===== src/rtl/gmii_frame_tx.sv =====
// GMII transmit framer: preamble/SFD, payload, zero pad, CRC-32 FCS, inter-frame gap.
// Latency: first 0x55 one cycle after s_valid is seen in IDLE; an accepted payload byte is driven on the accept edge.
// Backpressure: s_ready only in DATA/ABORT; a missing byte in DATA aborts the frame (underflow), no stall.
module gmii_frame_tx #(
  parameter int PREAMBLE_LEN = 7,
  parameter int MIN_FRAME    = 60,
  parameter int IFG_BYTES    = 12
) (
  input  logic        clk,
  input  logic        rst,
  input  logic [7:0]  s_data,
  input  logic        s_valid,
  input  logic        s_last,
  input  logic        s_err,
  output logic        s_ready,
  output logic [7:0]  gmii_txd,
  output logic        gmii_tx_dv,
  output logic        gmii_tx_err,
  output logic [15:0] frame_count
);

  typedef enum logic [2:0] {
    IDLE, PRE, SFD, DATA, PAD, FCS, ABORT, IFG
  } state_t;

  localparam logic [7:0]  PRE_LAST = 8'(PREAMBLE_LEN - 1);
  // The IDLE cycle that follows IFG also shows dv=0, so IFG itself runs one
  // cycle short; that keeps the gap at exactly IFG_BYTES when a frame is waiting.
  localparam logic [7:0]  IFG_LAST = 8'((IFG_BYTES > 1) ? IFG_BYTES - 2 : 0);
  localparam logic [10:0] MIN_L    = 11'(MIN_FRAME);
  localparam logic [31:0] CRC_POLY = 32'hEDB88320;

  state_t      state, state_n;
  logic [7:0]  aux, aux_n;          // preamble / FCS byte / IFG cycle counter
  logic [9:0]  cnt, cnt_n;          // payload + pad bytes, saturating
  logic [31:0] crc, crc_n;
  logic [7:0]  txd_n;
  logic        dv_n, err_n;
  logic [15:0] fc_n;
  logic [10:0] cnt_inc;
  logic [9:0]  cnt_sat;
  logic [31:0] crc_inv;
  state_t      after_fcs;

  // Reflected CRC-32, one byte processed LSB first.
  function automatic logic [31:0] crc_byte(input logic [31:0] c, input logic [7:0] d);
    logic [31:0] r;
    r = c;
    for (int i = 0; i < 8; i++) begin
      r = (r[0] ^ d[i]) ? ((r >> 1) ^ CRC_POLY) : (r >> 1);
    end
    return r;
  endfunction

  assign cnt_inc   = {1'b0, cnt} + 11'd1;
  assign cnt_sat   = (cnt == 10'h3FF) ? cnt : cnt_inc[9:0];
  assign crc_inv   = ~crc;
  assign after_fcs = (IFG_BYTES > 1) ? IFG : IDLE;
  assign s_ready   = (state == DATA) || (state == ABORT);

  // State register.
  always_ff @(posedge clk or negedge rst) begin
    if (!rst) state <= IDLE;
    else      state <= state_n;
  end

  // Next state and the next values of the registered GMII outputs and datapath.
  always_comb begin
    state_n = state;
    aux_n   = aux;
    cnt_n   = cnt;
    crc_n   = crc;
    fc_n    = frame_count;
    txd_n   = 8'h00;
    dv_n    = 1'b0;
    err_n   = 1'b0;
    case (state)
      IDLE: begin
        if (s_valid) begin
          state_n = PRE;
          aux_n   = 8'd0;
          cnt_n   = 10'd0;
          crc_n   = 32'hFFFFFFFF;
        end
      end
      PRE: begin
        txd_n = 8'h55;
        dv_n  = 1'b1;
        aux_n = aux + 8'd1;
        if (aux == PRE_LAST) state_n = SFD;
      end
      SFD: begin
        txd_n   = 8'hD5;
        dv_n    = 1'b1;
        state_n = DATA;
      end
      DATA: begin
        dv_n = 1'b1;
        if (s_valid) begin
          txd_n = s_data;
          err_n = s_err;
          crc_n = crc_byte(crc, s_data);
          cnt_n = cnt_sat;
          if (s_last) begin
            aux_n   = 8'd0;
            state_n = (cnt_inc < MIN_L) ? PAD : FCS;
          end
        end else begin
          // Underflow: poison the frame with one errored byte and stop.
          err_n   = 1'b1;
          state_n = ABORT;
        end
      end
      PAD: begin
        dv_n  = 1'b1;
        crc_n = crc_byte(crc, 8'h00);
        cnt_n = cnt_sat;
        if (cnt_inc >= MIN_L) begin
          aux_n   = 8'd0;
          state_n = FCS;
        end
      end
      FCS: begin
        dv_n  = 1'b1;
        aux_n = aux + 8'd1;
        case (aux[1:0])
          2'd0:    txd_n = crc_inv[7:0];
          2'd1:    txd_n = crc_inv[15:8];
          2'd2:    txd_n = crc_inv[23:16];
          default: txd_n = crc_inv[31:24];
        endcase
        if (aux[1:0] == 2'd3) begin
          fc_n    = frame_count + 16'd1;
          aux_n   = 8'd0;
          state_n = after_fcs;
        end
      end
      ABORT: begin
        // Drain the rest of the broken frame up to its last byte.
        if (s_valid && s_last) begin
          aux_n   = 8'd0;
          state_n = after_fcs;
        end
      end
      IFG: begin
        aux_n = aux + 8'd1;
        if (aux >= IFG_LAST) state_n = IDLE;
      end
      default: state_n = IDLE;
    endcase
  end

  // Registered GMII outputs, counters and CRC.
  always_ff @(posedge clk or negedge rst) begin
    if (!rst) begin
      gmii_txd    <= 8'h00;
      gmii_tx_dv  <= 1'b0;
      gmii_tx_err <= 1'b0;
      frame_count <= 16'd0;
      aux         <= 8'd0;
      cnt         <= 10'd0;
      crc         <= 32'hFFFFFFFF;
    end else begin
      gmii_txd    <= txd_n;
      gmii_tx_dv  <= dv_n;
      gmii_tx_err <= err_n;
      frame_count <= fc_n;
      aux         <= aux_n;
      cnt         <= cnt_n;
      crc         <= crc_n;
    end
  end

endmodule


===== config.mk =====
export PLATFORM = sky130hd
export DESIGN_NAME = gmii_frame_tx
export DESIGN_NICKNAME = d
export VERILOG_FILES = /design/src/rtl/gmii_frame_tx.sv
export SDC_FILE = /design/constraint.sdc
export NUM_CORES = 1
export LEC_CHECK = 0
export ABC_AREA = 1
export BUFFER_PORTS_ARGS = -buffer_cell sky130_fd_sc_hd__buf_2
export CAP_MARGIN = 20
export CORE_UTILIZATION = 28
export CTS_CLUSTER_DIAMETER = 120
export CTS_CLUSTER_SIZE = 28
export DETAILED_ROUTE_END_ITERATION = 6
export PLACE_DENSITY_LB_ADDON = 0.25
export RECOVER_POWER = 50
export SYNTH_ARGS = -nofsm -noshare
export SYNTH_HDL_FRONTEND = slang
export SYNTH_SLANG_ARGS = --single-unit

===== constraint.sdc =====
create_clock -name clk -period 4.59 [get_ports clk]
set_input_delay 0.6885 -clock clk [delete_from_list [all_inputs] [get_ports clk]]
set_output_delay 0.6885 -clock clk [all_outputs]
set_load 0.01 [all_outputs]

==> impl_metrics.json, run 1 <==
{
  "outcome": "complete, no violations",
  "die_y_um": 153.5,
  "power_density_nw_per_um2": 638.0,
  "avgRoutedWirePerCell_um": 17.04,
  "setup_viol": 0,
  "drive_gt1_share_pct": 15.03,
  "final_hold_viol_count": 0,
  "regArea_sq_um": 2017,
  "synthArstFlopShare_pct": 100.0,
  "fin_crit_ns": 2.637,
  "min_period_over_period_pct": 57.46,
  "yosys-top-cells-area": "dfrtp_1, nand2_1, dfstp_2, xor2_1, nand3_1",
  "core_area_sq_um": 22570,
  "arrival_ns": 2.92,
  "cp.required_ns": 4.87,
  "ys_seq_area_share_pct": 31.38,
  "rsz0062_at_grt": "false",
  "slew_violations": 0,
  "p_sw_w": 0.002360,
  "cts_hold_buf": 0,
  "place_congestion": 0.8874,
  "p_int_w": 0.002196,
  "critPathKind": "reg -> reg",
  "cp_max_fo": 26,
  "drcViolationCount": 0,
  "synthCells": 899,
  "antenna_found_initial": 0,
  "syn_area_sq_um": 6427,
  "via_per_inst": 4.968,
  "final_cell_mix": "nand2_1, inv_1, nand3_1, nor2_1, xor2_1",
  "cts_setup_buffers": 0,
  "static-leakage-power_nw": 3.444,
  "tns_ns": 0,
  "ir_drop_v": 0.0002942,
  "clock_skew_ns": 0.01300,
  "antenna_cells": 0,
  "fin_util_pct": 31.64,
  "root_buffer": "clkbuf_16",
  "endpoint_kind": "register",
  "synth_cell_types": 46,
  "drtAntennaViolNets": 0,
  "clock_sinks": 79,
  "routed_wl_um": 20840,
  "syn_to_final_growth_pct": 11.12,
  "start_kind": "register",
  "ys.warnings.count": 0,
  "clk_pin_slew_ns": 0.07,
  "met3_usage_pct": 3.100,
  "grt_pass1_vias": 5759,
  "drtPass1Iterations": 7,
  "layout_commonest_cell": "nand2_1",
  "p_seq_share_pct": 26.1,
  "fmax_mhz": 379.2,
  "grt_use_met2_pct": 28.31,
  "netlist.area_leader.share_pct": 18.30,
  "synth_edf_count": 0,
  "clk_latency_ns": 0.36,
  "rows": 55,
  "grt_pass1_wl_um": 33160,
  "start_util_pct": 28.48,
  "cts_max_level": 3,
  "power_frac_comb_pct": 56.7,
  "io-pin-count": 40,
  "drt_first_iter_violations": 519,
  "clk_path_buf_depth": 2,
  "grt_use_total_pct": 18.33,
  "cap_violations": 0,
  "worstMarginPinSlew_ns": 1.372,
  "grt-ovfl-total": 0,
  "sw_frac_of_total_pct": 51.79,
  "io_buffer_count": 39,
  "synthFlopType": "dfrtp_1",
  "grt_max_degree": 58,
  "min_path_type": "in -> async",
  "fillers": 2469,
  "vias": 6076,
  "grt_util_met1_pct": 24.92,
  "busiest_layer": "met2",
  "r2r_cells": 10,
  "synth_fp_nets": 919,
  "post-synth-top-area-cell": "dfrtp_1",
  "cts_tree": "yes",
  "final_nets": 953,
  "synth.avg_cell_area_sq_um": 7.150,
  "multi_input_area_sq_um": 3855,
  "maxSlewHeadroom_pct": 8.530,
  "fp.dieW_um": 153.5,
  "dp_hpwl_um": 15420,
  "ctsResizeCount": 0,
  "cts_made_buffers": 9,
  "die-area_sq_um": 23570,
  "p_clk_share_pct": 17.2,
  "ys_ff_latch": 79
}
## critical path, stage by stage (launching register included)
cell	delay, ns
dfrtp_1	0.60
nand2_1	0.09
inv_1	0.08
nand2_1	0.26
inv_2	0.53
nand2_1	0.35
inv_1	0.35
nand2_1	0.09
nand2_1	0.07
nor2_1	0.05
nor2_1	0.08
## Yosys cell counts, types with 5 or more instances
master,instances
nand3_1,81
clkbuf_1,5
inv_1,96
o22ai_1,11
nand2_1,262
o21ai_1,5
a21oi_1,38
a31oi_1,6
o21ai_0,38
xnor2_1,39
nor2_2,5
a32oi_1,6
o221ai_1,8
dfstp_2,32
ha_1,7
nand4_1,5
or2_2,6
xor2_1,49
dfrtp_1,47
nand2_2,14
nor2_1,68
nand2_4,7
inv_2,6
buf_4,6
## power by group through the flow
| stage | logic [W] | clock network (W) | registers [W] |
|---|---|---|---|
| final | 0.00258 | 0.000783 | 0.00119 |
| after global routing | 0.00286 | 0.000822 | 0.00121 |
| after CTS | 0.00259 | 0.000802 | 0.00118 |
| after detailed placement | 0.00258 | 0 | 0.00119 |
| after global placement | 0.00260 | 0 | 0.00120 |
| after floorplan | 0.00198 | 0 | 0.00108 |
## path summary, 6_finish.rpt
kind / start / slack, ns / end
max: state[0] / 1.95 / state[0]
min: rst / 0.41 / aux[6]
max reg2reg: state[0] / 1.95 / state[0]
min reg2reg: frame_count[15] / 0.47 / frame_count[15]
max in group asynchronous: rst / 2.46 / state[2]
min in group clk: frame_count[15] / 0.47 / frame_count[15]
## per-stage QoR
stage	area [sq um]	cells	power, W	hold WS, ns	worst slack (ns)
after floorplan	6427	899	0.003058	0.3929	2.747
after global placement	6879	1207	0.003799	0.4685	2.103
after detailed placement	6879	1207	0.003771	0.4621	2.130
after CTS	7188	1223	0.004577	0.4447	2.138
after global routing	7142	1223	0.004893	0.4762	1.743
final	7142	1223	0.004556	0.4107	1.953
## kinds of logic after synthesis
| kind of cell | count (synthesis) | share of synthesized area [%] |
|---|---|---|
| AO/OA/AOI/OAI | 128 | 12.01 |
| XOR/XNOR | 94 | 14.04 |
| adder cells (fa/ha/maj) | 7 | 1.363 |
| buffers and inverters | 124 | 8.156 |
| flip-flops | 79 | 31.38 |
| AND/OR/NAND/NOR | 467 | 33.05 |
## layer usage
metal,vias to the layer above,share of wire (%)
li1,2973,-
met1,2839,47
met2,220,43
met3,44,6.1
met4,0,3.3
met5,-,0
## flip-flops by register name, indices dropped and copies added (netlist names)
signal,flops
aux,8
cnt,10
state,3
gmii_txd,8
gmii_tx_err,1
gmii_tx_dv,1
crc,32
frame_count,16
## cell type report
class                           instances  area share [%]
Multi-Input combinational cell        696           53.98
Sequential cell                        79           28.24
Inverter                              106           5.694
Clock buffer                            9           3.153
Timing Repair Buffer                   41           2.768
Clock inverter                          7           1.174
Tap cell                              285           4.993
No activity file was read; power rests on OpenSTA's default activity.
==> run 2, diff against run 1 <==
==> constraint.sdc (replaced) <==
create_clock -name clk -period 2.3 [get_ports clk]
set_input_delay 0.345 -clock clk [delete_from_list [all_inputs] [get_ports clk]]
set_output_delay 0.345 -clock clk [all_outputs]
set_load 0.01 [all_outputs]
==> impl_metrics.json, run 2 (synthesis results as in run 1) <==
{
  "fp.dieW_um": 153.5,
  "layout_commonest_cell": "nand2_1",
  "fin_util_pct": 32.66,
  "clk_pin_slew_ns": 0.07,
  "rsz0062_at_grt": "false",
  "clock_sinks": 79,
  "outcome": "complete, no violations",
  "die-area_sq_um": 23570,
  "min_period_over_period_pct": 90.31,
  "power_w": 0.009331,
  "drt_first_iter_violations": 374,
  "final_cell_mix": "nand2_1, inv_1, nand3_1, nor2_1, xor2_1",
  "vias": 6120,
  "cts_setup_buffers": 0,
  "cts_tree": "yes",
  "start_util_pct": 28.48,
  "antenna_found_initial": 0,
  "maxSlewHeadroom_pct": 39.16,
  "min_path_type": "in -> reg",
  "ir_drop_v": 0.0006773,
  "grt_max_degree": 49,
  "drive_gt1_share_pct": 17.24,
  "cts_max_level": 3,
  "endpoint_kind": "register",
  "cap_violations": 0,
  "route.met3.wl_um": 1355,
  "top_register": "crc",
  "io-pin-count": 40,
  "fillers": 2476,
  "cp.required_ns": 2.59,
  "grt_use_total_pct": 18.30,
  "clk_path_buf_depth": 2,
  "grt_pass1_vias": 5851,
  "slew_violations": 0,
  "power_density_nw_per_um2": 1266,
  "grt-ovfl-total": 0,
  "syn_to_final_growth_pct": 14.68,
  "io_buffer_count": 39,
  "rows": 55,
  "tns_ns": 0,
  "topRoutingLayerUsed": "met4",
  "dp_hpwl_um": 15830,
  "root_buffer": "clkbuf_16",
  "via_per_inst": 4.904,
  "top_regs": "crc: 32 flops, frame_count: 16 flops, cnt: 10 flops",
  "worstMarginPinSlew_ns": 0.9125,
  "largest_reg_flops": 32,
  "path_buf_inv": 2,
  "max_stage_delay_ns": 0.73,
  "drtAntennaViolNets": 0,
  "clock_skew_ns": 0.007807,
  "setup_viol": 0,
  "drtPass1Iterations": 5,
  "antenna_cells": 0,
  "static-leakage-power_nw": 3.587,
  "critPathSlowestCell": "dfstp_2",
  "core_area_sq_um": 22570,
  "place_congestion": 0.9119,
  "final_nets": 978,
  "start_kind": "register",
  "critPathKind": "reg -> reg",
  "drcViolationCount": 0,
  "fin_crit_ns": 2.077,
  "path_cells": "buf_4 > xor2_1 > xor2_1 > o21ai_0 > o21ai_0 > inv_1 > a21oi_2",
  "fmax_mhz": 481.4,
  "final_hold_viol_count": 0,
  "clk_latency_ns": 0.36,
  "die_y_um": 153.5,
  "crit_family": "flip-flops",
  "routed_wl_um": 20770,
  "drt-met1-wl_um": 9743,
  "wl_met2_um": 8921,
  "arrival_ns": 2.37,
  "cts_made_buffers": 9,
  "cp_max_fo": 8,
  "grt_pass1_wl_um": 33100,
  "avgRoutedWirePerCell_um": 16.64
}
-- run 2: power breakdown --
part           switching, W  leakage [nW]  total [W]  internal, W
Sequential         0.000440         0.971    0.00230      0.00186
Clock              0.000672         0.152    0.00153     0.000857
Combinational       0.00365          2.46    0.00551      0.00186
Total               0.00476          3.59    0.00933      0.00457
-- run 2: path summary, 6_finish.rpt --
| check | from | cells past startpoint | endpoint | slack, ns |
|---|---|---|---|---|
| setup reg to reg | crc[4] | 7 | crc[24] | 0.22 |
| min in group asynchronous | rst | 2 | aux[7] | 0.65 |
| hold reg to reg | frame_count[15] | 1 | frame_count[15] | 0.47 |
| hold / removal | s_err | 3 | gmii_tx_err | 0.23 |
| max in group asynchronous | rst | 3 | gmii_txd[4] | 0.36 |
| setup / recovery | crc[4] | 7 | crc[24] | 0.22 |
-- run 2: through the flow --
step / worst slack, ns / instance area [sq um] / std cells / hold WS, ns
6_report: 0.2228 / 7371 / 1248 / 0.2292
2_1_floorplan: 0.5451 / 6427 / 899 / 0.04941
4_1_cts: 0.1045 / 7388 / 1248 / 0.2275
3_3_place_gp: 0.1411 / 7072 / 1231 / 0.3404
5_1_grt: 0.02950 / 7371 / 1248 / 0.2595
3_5_place_dp: 0.1196 / 7072 / 1231 / 0.3322
-- run 2: layout make-up --
class / count / area, sq um / share of cell area, %
Sequential cell: 79 / 2017 / 27.36
Clock buffer: 9 / 225.2 / 3.056
Clock inverter: 7 / 81.33 / 1.103
Timing Repair Buffer: 66 / 382.9 / 5.194
Tap cell: 285 / 356.6 / 4.838
Inverter: 106 / 406.6 / 5.517
Multi-Input combinational cell: 696 / 3901 / 52.93
-- run 2: repair_timing --
item | in CTS | in global routing
endpoints found under the setup margin | 0 | 3
hold endpoints to repair | 12 | 0
hold buffers | 1 | 0
gates resized for setup | 0 | 2
-- run 2: per-layer routing --
metal  up-vias  global-route usage, %
met3        50                  3.298
met5         -                      0
met4         0                  9.048
met1      2844                  24.99
li1       3019                      -
met2       207                  27.73
-- run 2: worst min-delay path: stages --
cell and delay (ns):
buf_2 0.08, nor2_1 0.03, nor2_1 0.08
==> run 3, diff against run 2 <==
==> constraint.sdc (replaced) <==
create_clock -name clk -period 2.3 [get_ports clk]
set_input_delay 0.345 -clock clk [delete_from_list [all_inputs] [get_ports clk]]
set_output_delay 0.345 -clock clk [all_outputs]
set_load 0.05 [all_outputs]
==> impl_metrics.json, run 3 (synthesis results as in run 1) <==
{
  "outcome": "complete, no violations",
  "antenna_cells": 0,
  "place_congestion": 0.9119,
  "grt_pass1_vias": 5851,
  "cap_violations": 0,
  "clk_latency_ns": 0.36,
  "final_nets": 978,
  "start_util_pct": 28.48,
  "path_cells": "buf_4 > xor2_1 > xor2_1 > o21ai_0 > o21ai_0 > inv_1 > a21oi_2",
  "via_per_inst": 4.904,
  "tns_ns": 0,
  "power_density_nw_per_um2": 1305,
  "grt_max_degree": 49,
  "cts_setup_buffers": 0,
  "grt_pass1_wl_um": 33100,
  "top_register": "crc",
  "drcViolationCount": 0,
  "min_period_over_period_pct": 90.31,
  "power_w": 0.009623,
  "top_regs": "crc: 32 flops, frame_count: 16 flops, cnt: 10 flops",
  "largest_reg_flops": 32,
  "critPathKind": "reg -> reg",
  "root_buffer": "clkbuf_16",
  "dp_slack_ns": 0.1196,
  "cts_max_level": 3,
  "final-instance-count-excl-fill": 1248,
  "clock_skew_ns": 0.007807,
  "endpoint_kind": "register",
  "die-area_sq_um": 23570,
  "fin_crit_ns": 2.077,
  "p_int_w": 0.004578,
  "maxSlewHeadroom_pct": 39.19,
  "io_buffer_count": 39,
  "grt_use_met2_pct": 27.73,
  "fp.dieW_um": 153.5,
  "grt_use_total_pct": 18.30,
  "static-leakage-power_nw": 3.600,
  "avgRoutedWirePerCell_um": 16.64,
  "cts_tree": "yes",
  "core_area_sq_um": 22570,
  "multi_input_area_sq_um": 3901,
  "cp_max_fo": 8,
  "max_stage_delay_ns": 0.73,
  "final_hold_viol_count": 0,
  "critPathSlowestCell": "dfstp_2",
  "sw_frac_of_total_pct": 52.43,
  "rows": 55,
  "cts_made_buffers": 9,
  "met3_usage_pct": 3.298,
  "dp_hpwl_um": 15830,
  "fillers": 2476,
  "place_inst": 1231,
  "setup_slack_ns": 0.2228,
  "vias": 6120,
  "rsz0062_at_grt": "false",
  "ir_drop_v": 0.0007984,
  "p_clk_share_pct": 15.9,
  "clk_pin_slew_ns": 0.07,
  "regArea_sq_um": 2017,
  "cp.required_ns": 2.59,
  "io-pin-count": 40,
  "routed_wl_um": 20770,
  "slew_violations": 0,
  "drive_gt1_share_pct": 17.55,
  "p_sw_w": 0.005045,
  "syn_to_final_growth_pct": 14.74,
  "worstMarginPinSlew_ns": 0.9121,
  "layout_commonest_cell": "nand2_1",
  "setup_viol": 0,
  "busiest_layer": "met2",
  "clk_path_buf_depth": 2,
  "p_seq_share_pct": 23.9,
  "drtAntennaViolNets": 0,
  "grt-ovfl-total": 0,
  "clock_sinks": 79,
  "final_cell_mix": "nand2_1, inv_1, nand3_1, nor2_1, xor2_1",
  "grt_util_met1_pct": 24.99,
  "drt_first_iter_violations": 374,
  "start_kind": "register",
  "die_y_um": 153.5,
  "fmax_mhz": 481.4,
  "arrival_ns": 2.37,
  "drtPass1Iterations": 5,
  "min_path_type": "in -> reg",
  "fin_util_pct": 32.67,
  "power_frac_comb_pct": 60.3,
  "antenna_found_initial": 0
}
-- run 3: per-layer routing --
metal	up-vias	share of wire, %
li1	3019	-
met1	2844	47
met2	207	43
met3	50	6.5
met4	0	3.6
met5	-	0
-- run 3: layout make-up --
| class | count | share of cell area (%) |
|---|---|---|
| well taps | 285 | 4.835 |
| repair buffers | 66 | 5.243 |
| inverters | 106 | 5.514 |
| multi-input cells | 696 | 52.90 |
| clock inverters | 7 | 1.103 |
| clock buffers | 9 | 3.054 |
| flip-flops and latches | 79 | 27.35 |
-- run 3: worst max-delay path: cells and delay by family (launching register included) --
family / cells / cell delay, ns
compound gates: 3 / 0.44
xor+xnor: 2 / 0.53
buf+inv: 2 / 0.31
flops: 1 / 0.73
-- run 3: what timing repair did --
action                                  in CTS  in global routing
endpoints found under the setup margin       0                  3
hold buffers                                 1                  0
resized for setup                            0                  2
hold endpoints to repair                    12                  0
-- run 3: per-stage QoR --
step                area, sq um  hold slack [ns]
floorplan                  6427          0.04941
global placement           7072           0.3404
detailed placement         7072           0.3322
CTS                        7388           0.2275
global route               7375           0.2595
finish                     7375           0.2275
-- run 3: final timing paths --
check	startpoint	endpoint	slack, ns	depth (start not counted)
min in group asynchronous	rst	aux[7]	0.65	2
hold reg to reg	frame_count[15]	frame_count[15]	0.47	1
setup reg to reg	crc[4]	crc[24]	0.22	7
setup / recovery	crc[4]	crc[24]	0.22	7
hold / removal	s_err	gmii_tx_err	0.23	3
max in group asynchronous	rst	gmii_txd[4]	0.36	3
-- run 3: power groups by stage --
stage | sequential, W | combinational, W | clock (W)
CTS | 0.00228 | 0.00579 | 0.00157
detailed placement | 0.00230 | 0.00576 | 0
global route | 0.00234 | 0.00640 | 0.00161
finish | 0.00230 | 0.00580 | 0.00153
floorplan | 0.00241 | 0.00398 | 0
global placement | 0.00231 | 0.00575 | 0
